<file path="src/rtl/ahfp_pkg.sv">
// Shared constants and types for the ahfp floating-point custom-instruction family.
// Holds the default field widths, the pipeline depth and the operand class encoding.
package ahfp_pkg;

  localparam int unsigned DefExpW = 8;
  localparam int unsigned DefManW = 23;
  localparam int unsigned STAGES  = 4;
  localparam int unsigned MaxW    = 64;

  typedef enum logic [1:0] {
    ClsZero,
    ClsNorm,
    ClsInf,
    ClsNan
  } fp_class_e;

  // Canonical quiet NaN: sign 0, exponent all ones, fraction MSB set. Callers truncate to width.
  function automatic logic [MaxW-1:0] qnan(input int unsigned exp_w, input int unsigned man_w);
    logic [MaxW-1:0] ones;
    ones = (MaxW'(1) << exp_w) - MaxW'(1);
    return (ones << man_w) | (MaxW'(1) << (man_w - 1));
  endfunction

endpackage

</file>
<file path="src/rtl/ahfp_lzc.sv">
// Leading-zero counter; an all-zero input reports the full input width.
module ahfp_lzc #(
  parameter int unsigned WIDTH = 28,
  parameter int unsigned CntW  = $clog2(WIDTH + 1)
) (
  input  logic [WIDTH-1:0] data_i,
  output logic [CntW-1:0]  count_o
);

  // Scan upward so the most significant set bit wins.
  always_comb begin
    count_o = CntW'(WIDTH);
    for (int i = 0; i < WIDTH; i++) begin
      if (data_i[i]) begin
        count_o = CntW'(WIDTH - 1 - i);
      end
    end
  end

endmodule

</file>
<file path="src/rtl/ahfp_addsub_pipe.sv">
// Pipelined floating-point add/subtract with round-to-nearest-even and a start/done interface.
// Operands are captured, then aligned, added, normalised and rounded in four stages.
module ahfp_addsub_pipe
  import ahfp_pkg::*;
#(
  parameter int unsigned EXP_W = DefExpW,
  parameter int unsigned MAN_W = DefManW
) (
  input  logic                 clk,
  input  logic                 reset,
  input  logic                 clk_en,
  input  logic                 start,
  input  logic                 n,
  input  logic [EXP_W+MAN_W:0] dataa,
  input  logic [EXP_W+MAN_W:0] datab,
  output logic [EXP_W+MAN_W:0] result,
  output logic                 done
);

  localparam int unsigned W  = 1 + EXP_W + MAN_W;
  localparam int unsigned XW = MAN_W + 4;
  localparam int unsigned SW = MAN_W + 5;
  localparam int unsigned CW = $clog2(MAN_W + 6);
  localparam int unsigned NE = EXP_W + 2;
  localparam int unsigned MR = MAN_W + 2;
  localparam logic [EXP_W-1:0] ExpOnes = '1;
  localparam logic [W-1:0]     QNan    = W'(qnan(EXP_W, MAN_W));

  typedef struct packed {
    logic             valid;
    logic             special;
    logic [W-1:0]     spec_val;
    logic             sign;
    logic             both_neg;
    logic             sub;
    logic [EXP_W-1:0] exp;
    logic [XW-1:0]    mx;
    logic [XW-1:0]    my;
  } s1_t;

  typedef struct packed {
    logic             valid;
    logic             special;
    logic [W-1:0]     spec_val;
    logic             sign;
    logic             both_neg;
    logic [EXP_W-1:0] exp;
    logic [SW-1:0]    sum;
  } s2_t;

  typedef struct packed {
    logic          valid;
    logic          special;
    logic [W-1:0]  spec_val;
    logic          sign;
    logic          both_neg;
    logic          zero;
    logic          uflow;
    logic [NE-1:0] exp;
    logic [XW-1:0] m;
  } s3_t;

  function automatic fp_class_e classify(input logic [EXP_W-1:0] e, input logic [MAN_W-1:0] f);
    if (e == '0) return ClsZero;
    if (e == ExpOnes) return (f == '0) ? ClsInf : ClsNan;
    return ClsNorm;
  endfunction

  logic          in_valid_q;
  logic [W-1:0]  a_q, b_q;
  logic          n_q;
  s1_t           s1_d, s1_q;
  s2_t           s2_d, s2_q;
  s3_t           s3_d, s3_q;
  logic          done_q;
  logic [W-1:0]  result_q, res_d;

  // ---------------- S1: decode, order and align ----------------
  logic             sa, sb_eff, sub, sign_x, a_ge;
  logic [EXP_W-1:0] ea, eb, ex, ey, diff;
  logic [MAN_W-1:0] fa, fb;
  logic [MAN_W:0]   man_a, man_b, man_x, man_y;
  logic [XW-1:0]    y_ext, y_sh, lost_mask;
  fp_class_e        cls_a, cls_b;

  assign sa     = a_q[W-1];
  assign sb_eff = b_q[W-1] ^ n_q;
  assign sub    = sa ^ sb_eff;
  assign ea     = a_q[MAN_W +: EXP_W];
  assign eb     = b_q[MAN_W +: EXP_W];
  assign fa     = a_q[MAN_W-1:0];
  assign fb     = b_q[MAN_W-1:0];

  always_comb begin
    cls_a = classify(ea, fa);
    cls_b = classify(eb, fb);
    // Denormals flush to zero: no hidden bit and the stored fraction is ignored.
    man_a = (cls_a == ClsZero) ? '0 : {1'b1, fa};
    man_b = (cls_b == ClsZero) ? '0 : {1'b1, fb};
    a_ge  = {ea, man_a} >= {eb, man_b};
    if (a_ge) begin
      ex = ea; ey = eb; man_x = man_a; man_y = man_b; sign_x = sa;
    end else begin
      ex = eb; ey = ea; man_x = man_b; man_y = man_a; sign_x = sb_eff;
    end
    diff      = ex - ey;
    y_ext     = {man_y, 3'b000};
    y_sh      = '0;
    lost_mask = '0;
    if (32'(diff) >= MAN_W + 3) begin
      y_sh = XW'(|man_y);
    end else begin
      y_sh      = y_ext >> diff;
      lost_mask = (XW'(1) << diff) - XW'(1);
      y_sh[0]   = y_sh[0] | (|(y_ext & lost_mask));
    end

    s1_d.valid    = in_valid_q;
    s1_d.special  = 1'b0;
    s1_d.spec_val = QNan;
    s1_d.sign     = sign_x;
    s1_d.both_neg = sa & sb_eff;
    s1_d.sub      = sub;
    s1_d.exp      = ex;
    s1_d.mx       = {man_x, 3'b000};
    s1_d.my       = y_sh;
    if (cls_a == ClsNan || cls_b == ClsNan) begin
      s1_d.special = 1'b1;
    end else if (cls_a == ClsInf && cls_b == ClsInf) begin
      s1_d.special  = 1'b1;
      s1_d.spec_val = sub ? QNan : {sa, ExpOnes, {MAN_W{1'b0}}};
    end else if (cls_a == ClsInf) begin
      s1_d.special  = 1'b1;
      s1_d.spec_val = {sa, ExpOnes, {MAN_W{1'b0}}};
    end else if (cls_b == ClsInf) begin
      s1_d.special  = 1'b1;
      s1_d.spec_val = {sb_eff, ExpOnes, {MAN_W{1'b0}}};
    end
  end

  // ---------------- S2: mantissa add/subtract ----------------
  always_comb begin
    s2_d.valid    = s1_q.valid;
    s2_d.special  = s1_q.special;
    s2_d.spec_val = s1_q.spec_val;
    s2_d.sign     = s1_q.sign;
    s2_d.both_neg = s1_q.both_neg;
    s2_d.exp      = s1_q.exp;
    // X >= Y in magnitude, so the difference never goes negative.
    s2_d.sum      = s1_q.sub ? ({1'b0, s1_q.mx} - {1'b0, s1_q.my})
                             : ({1'b0, s1_q.mx} + {1'b0, s1_q.my});
  end

  // ---------------- S3: normalise ----------------
  logic [CW-1:0] lzc, shift;

  ahfp_lzc #(
    .WIDTH(SW),
    .CntW (CW)
  ) u_lzc (
    .data_i (s2_q.sum),
    .count_o(lzc)
  );

  always_comb begin
    s3_d.valid    = s2_q.valid;
    s3_d.special  = s2_q.special;
    s3_d.spec_val = s2_q.spec_val;
    s3_d.sign     = s2_q.sign;
    s3_d.both_neg = s2_q.both_neg;
    s3_d.zero     = 1'b0;
    // The carry position always counts as one leading zero when it is clear.
    shift         = lzc - CW'(1);
    if (s2_q.sum[SW-1]) begin
      s3_d.m   = s2_q.sum[SW-1:1] | XW'(s2_q.sum[0]);
      s3_d.exp = NE'(s2_q.exp) + NE'(1);
    end else begin
      s3_d.m    = s2_q.sum[XW-1:0] << shift;
      s3_d.exp  = NE'(s2_q.exp) - NE'(shift);
      s3_d.zero = (s2_q.sum == '0);
    end
    s3_d.uflow = s3_d.exp[NE-1] || (s3_d.exp == '0);
  end

  // ---------------- S4: round and pack ----------------
  logic          rnd_up;
  logic [MR-1:0] mant_r;
  logic [NE-1:0] exp_r;
  logic [MAN_W-1:0] frac_r;

  always_comb begin
    rnd_up = s3_q.m[2] & (s3_q.m[1] | s3_q.m[0] | s3_q.m[3]);
    mant_r = {1'b0, s3_q.m[XW-1:3]} + MR'(rnd_up);
    exp_r  = s3_q.exp;
    frac_r = mant_r[MAN_W-1:0];
    if (mant_r[MAN_W+1]) begin
      exp_r  = s3_q.exp + NE'(1);
      frac_r = mant_r[MAN_W:1];
    end
    if (s3_q.special) begin
      res_d = s3_q.spec_val;
    end else if (s3_q.zero) begin
      res_d = {s3_q.both_neg, {(W-1){1'b0}}};
    end else if (s3_q.uflow) begin
      res_d = {s3_q.sign, {(W-1){1'b0}}};
    end else if (exp_r >= NE'(ExpOnes)) begin
      res_d = {s3_q.sign, ExpOnes, {MAN_W{1'b0}}};
    end else begin
      res_d = {s3_q.sign, exp_r[EXP_W-1:0], frac_r};
    end
  end

  always_ff @(posedge clk) begin
    if (reset) begin
      in_valid_q  <= 1'b0;
      s1_q.valid  <= 1'b0;
      s2_q.valid  <= 1'b0;
      s3_q.valid  <= 1'b0;
      done_q      <= 1'b0;
      result_q    <= '0;
    end else if (clk_en) begin
      in_valid_q <= start;
      a_q        <= dataa;
      b_q        <= datab;
      n_q        <= n;
      s1_q       <= s1_d;
      s2_q       <= s2_d;
      s3_q       <= s3_d;
      done_q     <= s3_q.valid;
      if (s3_q.valid) begin
        result_q <= res_d;
      end
    end
  end

  assign result = result_q;
  assign done   = done_q;

endmodule

</file>
<file path="config.mk">
export PLATFORM = sky130hd
export DESIGN_NAME = ahfp_addsub_pipe
export DESIGN_NICKNAME = d
export VERILOG_FILES = /design/src/rtl/ahfp_pkg.sv /design/src/rtl/ahfp_lzc.sv /design/src/rtl/ahfp_addsub_pipe.sv
export SDC_FILE = /design/constraint.sdc
export NUM_CORES = 1
export LEC_CHECK = 0
export ABC_AREA = 1
export BUFFER_PORTS_ARGS = -buffer_cell sky130_fd_sc_hd__buf_2
export CORE_MARGIN = 4
export CORE_UTILIZATION = 40
export DETAILED_ROUTE_END_ITERATION = 16
export GPL_ROUTABILITY_DRIVEN = 1
export PLACE_DENSITY = 0.55
export SYNTH_ARGS = -nofsm -noshare
export SYNTH_HDL_FRONTEND = slang
export SYNTH_SLANG_ARGS = --single-unit
</file>
<file path="constraint.sdc">
create_clock -name clk -period 31.6 [get_ports clk]
set_input_delay 1.58 -clock clk [delete_from_list [all_inputs] [get_ports clk]]
set_output_delay 1.58 -clock clk [all_outputs]
set_load 0.05 [all_outputs]
</file>
==> Implementation_results.wiki, run 1 <==
{| class="wikitable"
! Metric !! Value
|-
| Outcome || completed
|-
| Total clock buffers created by CTS || 31
|-
| Number of global-route vias before repair || 15400
|-
| CP Data Arrival Time || 7.04 ns
|-
| Signed area change from the synthesized netlist to the final layout || 11.6%
|-
| Number of gates resized after CTS || 0
|-
| Commonest cells after routing, fill and taps aside || nand2_1, inv_1, nand3_1
|-
| Most common cell on crit path || nand2_1
|-
| Number of iterations in the first detailed-routing pass || 5
|-
| Post-synth top area cell || edfxtp_1
|-
| Mapped Area || 0.0175 mm²
|-
| Async set-or-reset flop fraction in the synthesized netlist || 0
|-
| Clock-pin slew on the worst setup and hold paths || 0.06 ns
|-
| Routed WL per cell || 17.9 µm
|-
| Global-route wire length before repair || 82.8 mm
|-
| Pin count of the biggest net entering global routing || 81
|-
| Finish-stage setup viols || 0
|-
| Synth top area cells || edfxtp_1, nand2_1, nand3_1
|-
| Worst slack on hold paths || 0.415 ns
|-
| Total clock sinks || 252
|-
| Required arrival time at the worst endpoint || 31.93 ns
|-
| Area inside the core boundary || 0.0432 mm²
|-
| Most frequently used flop master after synthesis || edfxtp_1
|-
| Yosys warns || 0
|-
| Final nets || 2476
|-
| Number of buffers between clock root and the deepest sink || 3
|-
| Post-synthesis net count || 2407
|-
| Top Ports || 102
|-
| Peak per-stage delay on the critical path || 0.62 ns
|-
| Standard-cell rows || 76
|-
| Final hold violations || 0
|-
| Total count of max-transition violations in the final report || 0
|-
| Maximum vdd ir drop || 0.0000396 V
|-
| Total wirelength of the detailed-routed design || 52.5 mm
|-
| Vias || 15700
|-
| Post-placement cell area || 0.0185 mm²
|-
| Setup Slack @ Placement || 25.00 ns
|-
| Number of remaining DRC errors || 0
|-
| Max Cap Violations || 0
|-
| Most frequent standard cell in the layout excluding fill and tap cells || nand2_1
|-
| Final instance area || 0.0195 mm²
|-
| Post-synthesis register bit count || 252
|-
| Buffer type at the clock tree root || clkbuf_16
|-
| Via-per-instance ratio || 5.35
|-
| Number of instances on the worst hold path || 0
|-
| RePlAce Congestion || 0.946
|-
| Residual overflow from global routing || 0
|-
| Count of buffers added by post-CTS timing repair for setup || 0
|-
| RSZ-0062 raised after global routing || no
|-
| Headroom to the max-slew limit || 0.312
|-
| Tmin final || 6.70 ns
|-
| Fraction of layout cells with a size suffix above 1 || 0.104
|-
| DP HPWL || 41.1 mm
|-
| Worst hold-check path type || reg -> reg
|-
| CP Max Fanout || 71
|-
| Max Clock Freq || 149 MHz
|-
| Final worst path period share || 0.212
|-
| Register area share after synthesis || 0.412
|-
| Post-route antenna net violation count || 0
|-
| Endpoint kind of the worst setup timing path || flip-flop
|-
| Initial antenna violation count || 0
|-
| Worst skew pair latency || 0.59 ns
|-
| Total power per unit cell area || 54.7 mW/mm²
|-
| Initial DRC count || 1124
|-
| P_leak || 8.52 nW
|-
| Number of port buffers || 101
|-
| Clock Skew || 0.0319 ns
|-
| Mapped Avg Cell Area || 7.79 µm²
|-
| Share of the core filled with cells in the final layout || 0.452
|-
| Number of instances in the synthesized netlist || 2244
|-
| Die height || 217 µm
|-
| Crit Path Category || reg -> reg
|-
| Post-synth EDFFs || 215
|-
| Clock tree from TritonCTS || yes
|-
| Die width || 217 µm
|-
| Slew at the pin closest to its max-slew limit || 1.03 ns
|-
| Count of unique library cells instantiated by Yosys || 62
|-
| CTS hold repair buffers || 0
|-
| Setup ws final || 24.90 ns
|-
| Initial Util || 0.405
|-
| Global-route total usage across every layer || 0.219
|-
| Synth top area share || 0.369
|-
| Worst Reg2Reg Path Length in Cells || 34
|-
| Die footprint || 0.0471 mm²
|-
| Final TNS setup || 0 ns
|-
| Cell with the largest stage delay on the worst path || xnor2_4
|-
| Startpoint type of the worst setup path || flip-flop
|-
| Htree depth || 1
|}
## metrics by stage
step | cells | total power, mW
after detailed placement | 2865 | 0.723
after CTS | 2923 | 1.08
after global placement | 2865 | 0.722
after global routing | 2923 | 1.13
final | 2924 | 1.07
after floorplan | 2244 | 0.640
## critical path, delay by kind of cell (launching register included)
family / cells / cell delay, ns
simple gates: 24 / 3.42
xor+xnor: 1 / 0.62
buf+inv: 6 / 1.36
compound gates: 1 / 0.15
fa+ha+maj: 2 / 0.47
flops: 1 / 0.41
## final cells by class
class	count	area [µm²]
diodes	1	2.50
repair buffers	120	648
fillers	4413	23700
inverters	265	997
clock buffers	37	798
multi-input cells	1643	8930
clock inverters	21	198
flip-flops and latches	252	7200
well taps	585	732
## registers in the layout, summed over array words and instances, names as in the netlist
register and count:
b_q 32, in_valid_q 1, result 32, n_q 1
s1_q 66, s2_q 42, a_q 32, done 1
s3_q 45
## path summary, 6_finish.rpt
kind	to	from	slack, ns
setup / recovery	s1_q[0]	b_q[28]	24.90
hold / removal	s2_q[30]	s1_q[56]	0.41
setup reg to reg	s1_q[0]	b_q[28]	24.90
hold reg to reg	s2_q[30]	s1_q[56]	0.41
## Yosys cell counts, drive strengths merged (10+ instances only)
cell and count:
o21ai 166, nor3 23, buf 20, nor2 198
nand4 31, nor4 18, ha 92, clkbuf 64
xnor2 11, o22ai 37, xor2 51, o31ai 10
dfxtp 37, a31oi 11, nand3 244, o211ai 16
a21oi 131, inv 257, nand2 545, edfxtp 215
## cell families (layout without fill, tap and decap cells)
logic type | after synthesis | count (layout) | synth area share
XOR/XNOR | 62 | 62 | 0.0321
adder cells (fa/ha/maj) | 94 | 94 | 0.0681
multiplexers | 8 | 8 | 0.00458
buffers and inverters | 349 | 443 | 0.0790
other | 0 | 1 | 0
flip-flops | 252 | 252 | 0.412
AO/OA/AOI/OAI | 410 | 410 | 0.132
AND/OR/NAND/NOR | 1069 | 1069 | 0.272
## routing by layer
metal,vias up,share of wire,GRT usage
met1,7250,0.41,0.261
met4,0,0.056,0.108
met3,138,0.042,0.0243
met5,-,0,0
met2,467,0.50,0.392
li1,7802,-,-
## power breakdown
part	switching [mW]	total (mW)	leakage (nW)	internal [mW]
clock	0.142	0.347	0.484	0.205
combinational	0.227	0.319	5.67	0.0921
sequential	0.0141	0.402	2.37	0.388
total	0.383	1.07	8.52	0.685
Note: power is estimated with default switching activity, not from simulation.
==> run 2, diff against run 1 <==
Clock period 31.6 ns to 6.4 ns, I/O delays scaled along.
==> run 2 against run 1 <==
  * Via count grew 1.3%
  * Sequential share of layout area fell by 1.5 points
  * Critical path depth grew 3
  * Cell count is 2.5% higher
  * Critical endpoint unchanged
  * Highest routed layer unchanged
  * Critical path type unchanged
  * Global-route usage rose by 0.19 points
  * Largest power group unchanged
  * First-iteration DRC count is 15% lower
  * Power grew to 5.1 times the previous value
  * Worst setup slack lost 24 ns
  * Flip-flop and latch count did not move
  * Clock power grew to 5.3 times the previous value
  * Utilization increased by 1.9 points
==> Implementation_results.wiki, run 2 (synthesis results as in run 1) <==
{| class="wikitable"
! Metric !! Value
|-
| Top Ports || 102 (unchanged)
|-
| Final worst path period share || 0.837 (was 0.212)
|-
| Buffer type at the clock tree root || clkbuf_16 (unchanged)
|-
| Total count of max-transition violations in the final report || 0 (unchanged)
|-
| Pin count of the biggest net entering global routing || 135 (was 81)
|-
| Clock Skew || 0.0171 ns (was 0.0319 ns)
|-
| Register-to-register setup slack || 1.04 ns (was 24.90 ns)
|-
| Global-route total usage across every layer || 0.221 (was 0.219)
|-
| Power share of the clock group || 0.338 (was 0.325)
|-
| Power share of the sequential group || 0.365 (was 0.376)
|-
| RePlAce Congestion || 0.951 (was 0.946)
|-
| Net switching share of the total power || 0.343 (was 0.359)
|-
| Final hold violations || 0 (unchanged)
|-
| Routed WL per cell || 17.8 µm (was 17.9 µm)
|-
| Initial antenna violation count || 0 (unchanged)
|-
| Total power per unit cell area || 268 mW/mm² (was 54.7 mW/mm²)
|-
| Htree depth || 1 (unchanged)
|-
| Slew at the pin closest to its max-slew limit || 0.999 ns (was 1.03 ns)
|-
| Share of total power in combinational logic || 0.297 (was 0.299)
|-
| Signed area change from the synthesized netlist to the final layout || 16.4% (was 11.6%)
|-
| Fraction of layout cells with a size suffix above 1 || 0.104 (about the same)
|-
| Post-route antenna net violation count || 0 (unchanged)
|-
| Die height || 217 µm (unchanged)
|-
| Family with the most delay on the worst path || simple AND/OR/NAND/NOR gates (unchanged)
|-
| Endpoint kind of the worst setup timing path || flip-flop (unchanged)
|-
| DP HPWL || 40.9 mm (was 41.1 mm)
|-
| Peak per-stage delay on the critical path || 0.46 ns (was 0.62 ns)
|-
| Number of buffers between clock root and the deepest sink || 3 (unchanged)
|-
| Crit Path Category || reg -> reg (unchanged)
|-
| Die width || 217 µm (unchanged)
|-
| Initial Util || 0.405 (unchanged)
|-
| Total clock buffers created by CTS || 30 (was 31)
|-
| Launching element of the worst setup path || a_q[29] (was b_q[28])
|-
| P_leak || 8.88 nW (was 8.52 nW)
|-
| Post-route non-filler standard cell count || 2997 (was 2924)
|-
| Residual overflow from global routing || 0 (unchanged)
|-
| Commonest cells after routing, fill and taps aside || nand2_1, inv_1, nand3_1 (unchanged)
|-
| Switching power total || 1.87 mW (was 0.383 mW)
|-
| Most common cell on crit path || nand2_1 (unchanged)
|-
| Source of the worst hold timing path || clk_en (was s1_q[56])
|-
| Sum of buffers and inverters on the critical path || 7 (was 6)
|-
| Worst hold-check path type || in -> reg (was reg -> reg)
|-
| RSZ-0062 raised after global routing || no (unchanged)
|-
| Number of filler cells placed in the layout || 4253 (was 4413)
|-
| Final TNS setup || 0 ns (unchanged)
|-
| Capture instance of the worst register-to-register path || s1_q[0] (unchanged)
|-
| Global-route wire length before repair || 83.6 mm (was 82.8 mm)
|-
| Finish-stage setup viols || 0 (unchanged)
|-
| CP Max Fanout || 25 (was 71)
|-
| Worst skew pair latency || 0.57 ns (was 0.59 ns)
|-
| Startpoint type of the worst setup path || flip-flop (unchanged)
|-
| Largest register FFs || 66 (unchanged)
|-
| Vias || 15900 (was 15700)
|-
| Most frequent standard cell in the layout excluding fill and tap cells || nand2_1 (unchanged)
|-
| Number of cells on the critical path || 37 (was 34)
|-
| Initial DRC count || 961 (was 1124)
|-
| CP Data Arrival Time || 5.67 ns (was 7.04 ns)
|-
| Area inside the core boundary || 0.0432 mm² (unchanged)
|-
| Register name with the most flops || s1_q (unchanged)
|-
| Die footprint || 0.0471 mm² (unchanged)
|-
| Max Clock Freq || 187 MHz (was 149 MHz)
|-
| Via-per-instance ratio || 5.29 (was 5.35)
|-
| Registers with the most flip-flops || s1_q (66), s3_q (45), s2_q (42) (unchanged)
|-
| Maximum vdd ir drop || 0.000281 V (was 0.0000396 V)
|-
| Clock tree from TritonCTS || yes (unchanged)
|-
| Number of global-route vias before repair || 15600 (was 15400)
|-
| Tmin final || 5.36 ns (was 6.70 ns)
|-
| Final nets || 2552 (was 2476)
|-
| Required arrival time at the worst endpoint || 6.71 ns (was 31.93 ns)
|-
| Number of remaining DRC errors || 0 (unchanged)
|-
| Number of placed cells counting well taps || 2876 (was 2865)
|-
| Worst Reg2Reg Path Length in Cells || 37 (was 34)
|-
| Count of buffers added by post-CTS timing repair for setup || 0 (unchanged)
|-
| Worst setup path endpoint || s1_q[0] (unchanged)
|-
| Clock-pin slew on the worst setup and hold paths || 0.06 ns (about the same)
|-
| Standard-cell rows || 76 (unchanged)
|-
| Headroom to the max-slew limit || 0.334 (was 0.312)
|-
| Number of iterations in the first detailed-routing pass || 5 (unchanged)
|-
| ANT cells || 0 (was 1)
|-
| Cell with the largest stage delay on the worst path || edfxtp_1 (was xnor2_4)
|-
| Max Cap Violations || 0 (unchanged)
|-
| Reg-to-reg critical path startpoint || a_q[29] (was b_q[28])
|-
| Outcome || completed (unchanged)
|-
| Power Internal || 3.57 mW (was 0.685 mW)
|-
| Total clock sinks || 252 (unchanged)
|-
| Number of port buffers || 101 (unchanged)
|-
| Total wirelength of the detailed-routed design || 53.3 mm (was 52.5 mm)
|}
==> run 2: area by class of cell <==
cell class	instances	area, µm²	area share
multi-input combinational	1643	8930	0.439
sequential	252	7200	0.354
inverter	265	997	0.0490
tap	585	732	0.0360
timing repair buffer	197	1400	0.0690
clock inverter	21	290	0.0143
clock buffer	34	787	0.0387
==> run 2: what timing repair did <==
| item | CTS | global route |
|---|---|---|
| hold endpoints to repair | 66 | 0 |
| gates resized for setup | 0 | 0 |
| endpoints found under the setup margin | 0 | 0 |
| hold buffers | 66 | 0 |
==> run 2: layer usage <==
| metal | GRT usage | vias to the layer above | part of all wire |
|---|---|---|---|
| li1 | - | 7937 | - |
| met1 | 0.260 | 7317 | 0.40 |
| met2 | 0.407 | 461 | 0.51 |
| met3 | 0.0257 | 140 | 0.042 |
| met4 | 0.0912 | 0 | 0.047 |
| met5 | 0 | - | 0 |
==> run 2: worst reg2reg max path, delay by kind of cell, from the launching register on <==
kind	cells	cell delay (ns)
and+or+nand+nor	26	2.79
buffers and inverters	7	1.20
adders and majority gates	2	0.46
DFF	1	0.46
AOI/OAI and AO/OA	2	0.20
==> run 2: power groups by stage <==
stage | logic [mW] | registers (mW) | clock network (mW)
floorplan | 1.14 | 2.01 | 0
global placement | 1.58 | 2.02 | 0
detailed placement | 1.57 | 2.02 | 0
CTS | 1.60 | 1.99 | 1.89
global route | 1.80 | 2.00 | 1.96
finish | 1.62 | 1.99 | 1.84
==> run 2: per-stage QoR <==
stage          instance area, µm²  hold slack (ns)   util  worst slack, ns  total power [mW]
6_report                    20300           0.0709  0.471             1.04              5.44
3_5_place_dp                18600            0.405  0.431             1.12              3.59
2_1_floorplan               17500            0.400      -             1.74              3.14
3_3_place_gp                18600            0.403  0.431             1.13              3.60
5_1_grt                     20300           0.0599  0.471            0.555              5.76
4_1_cts                     20300           0.0299  0.471             1.09              5.48
==> run 2: worst min-delay path by stage <==
stage	to	slack, ns	cells after the start
2_1_floorplan	s2_q[28]	0.40	0
3_3_place_gp	s2_q[30]	0.40	0
3_5_place_dp	s3_q[63]	0.40	0
4_1_cts	s3_q[74]	0.03	3
5_1_grt	s3_q[74]	0.06	3
6_report	s3_q[74]	0.07	3
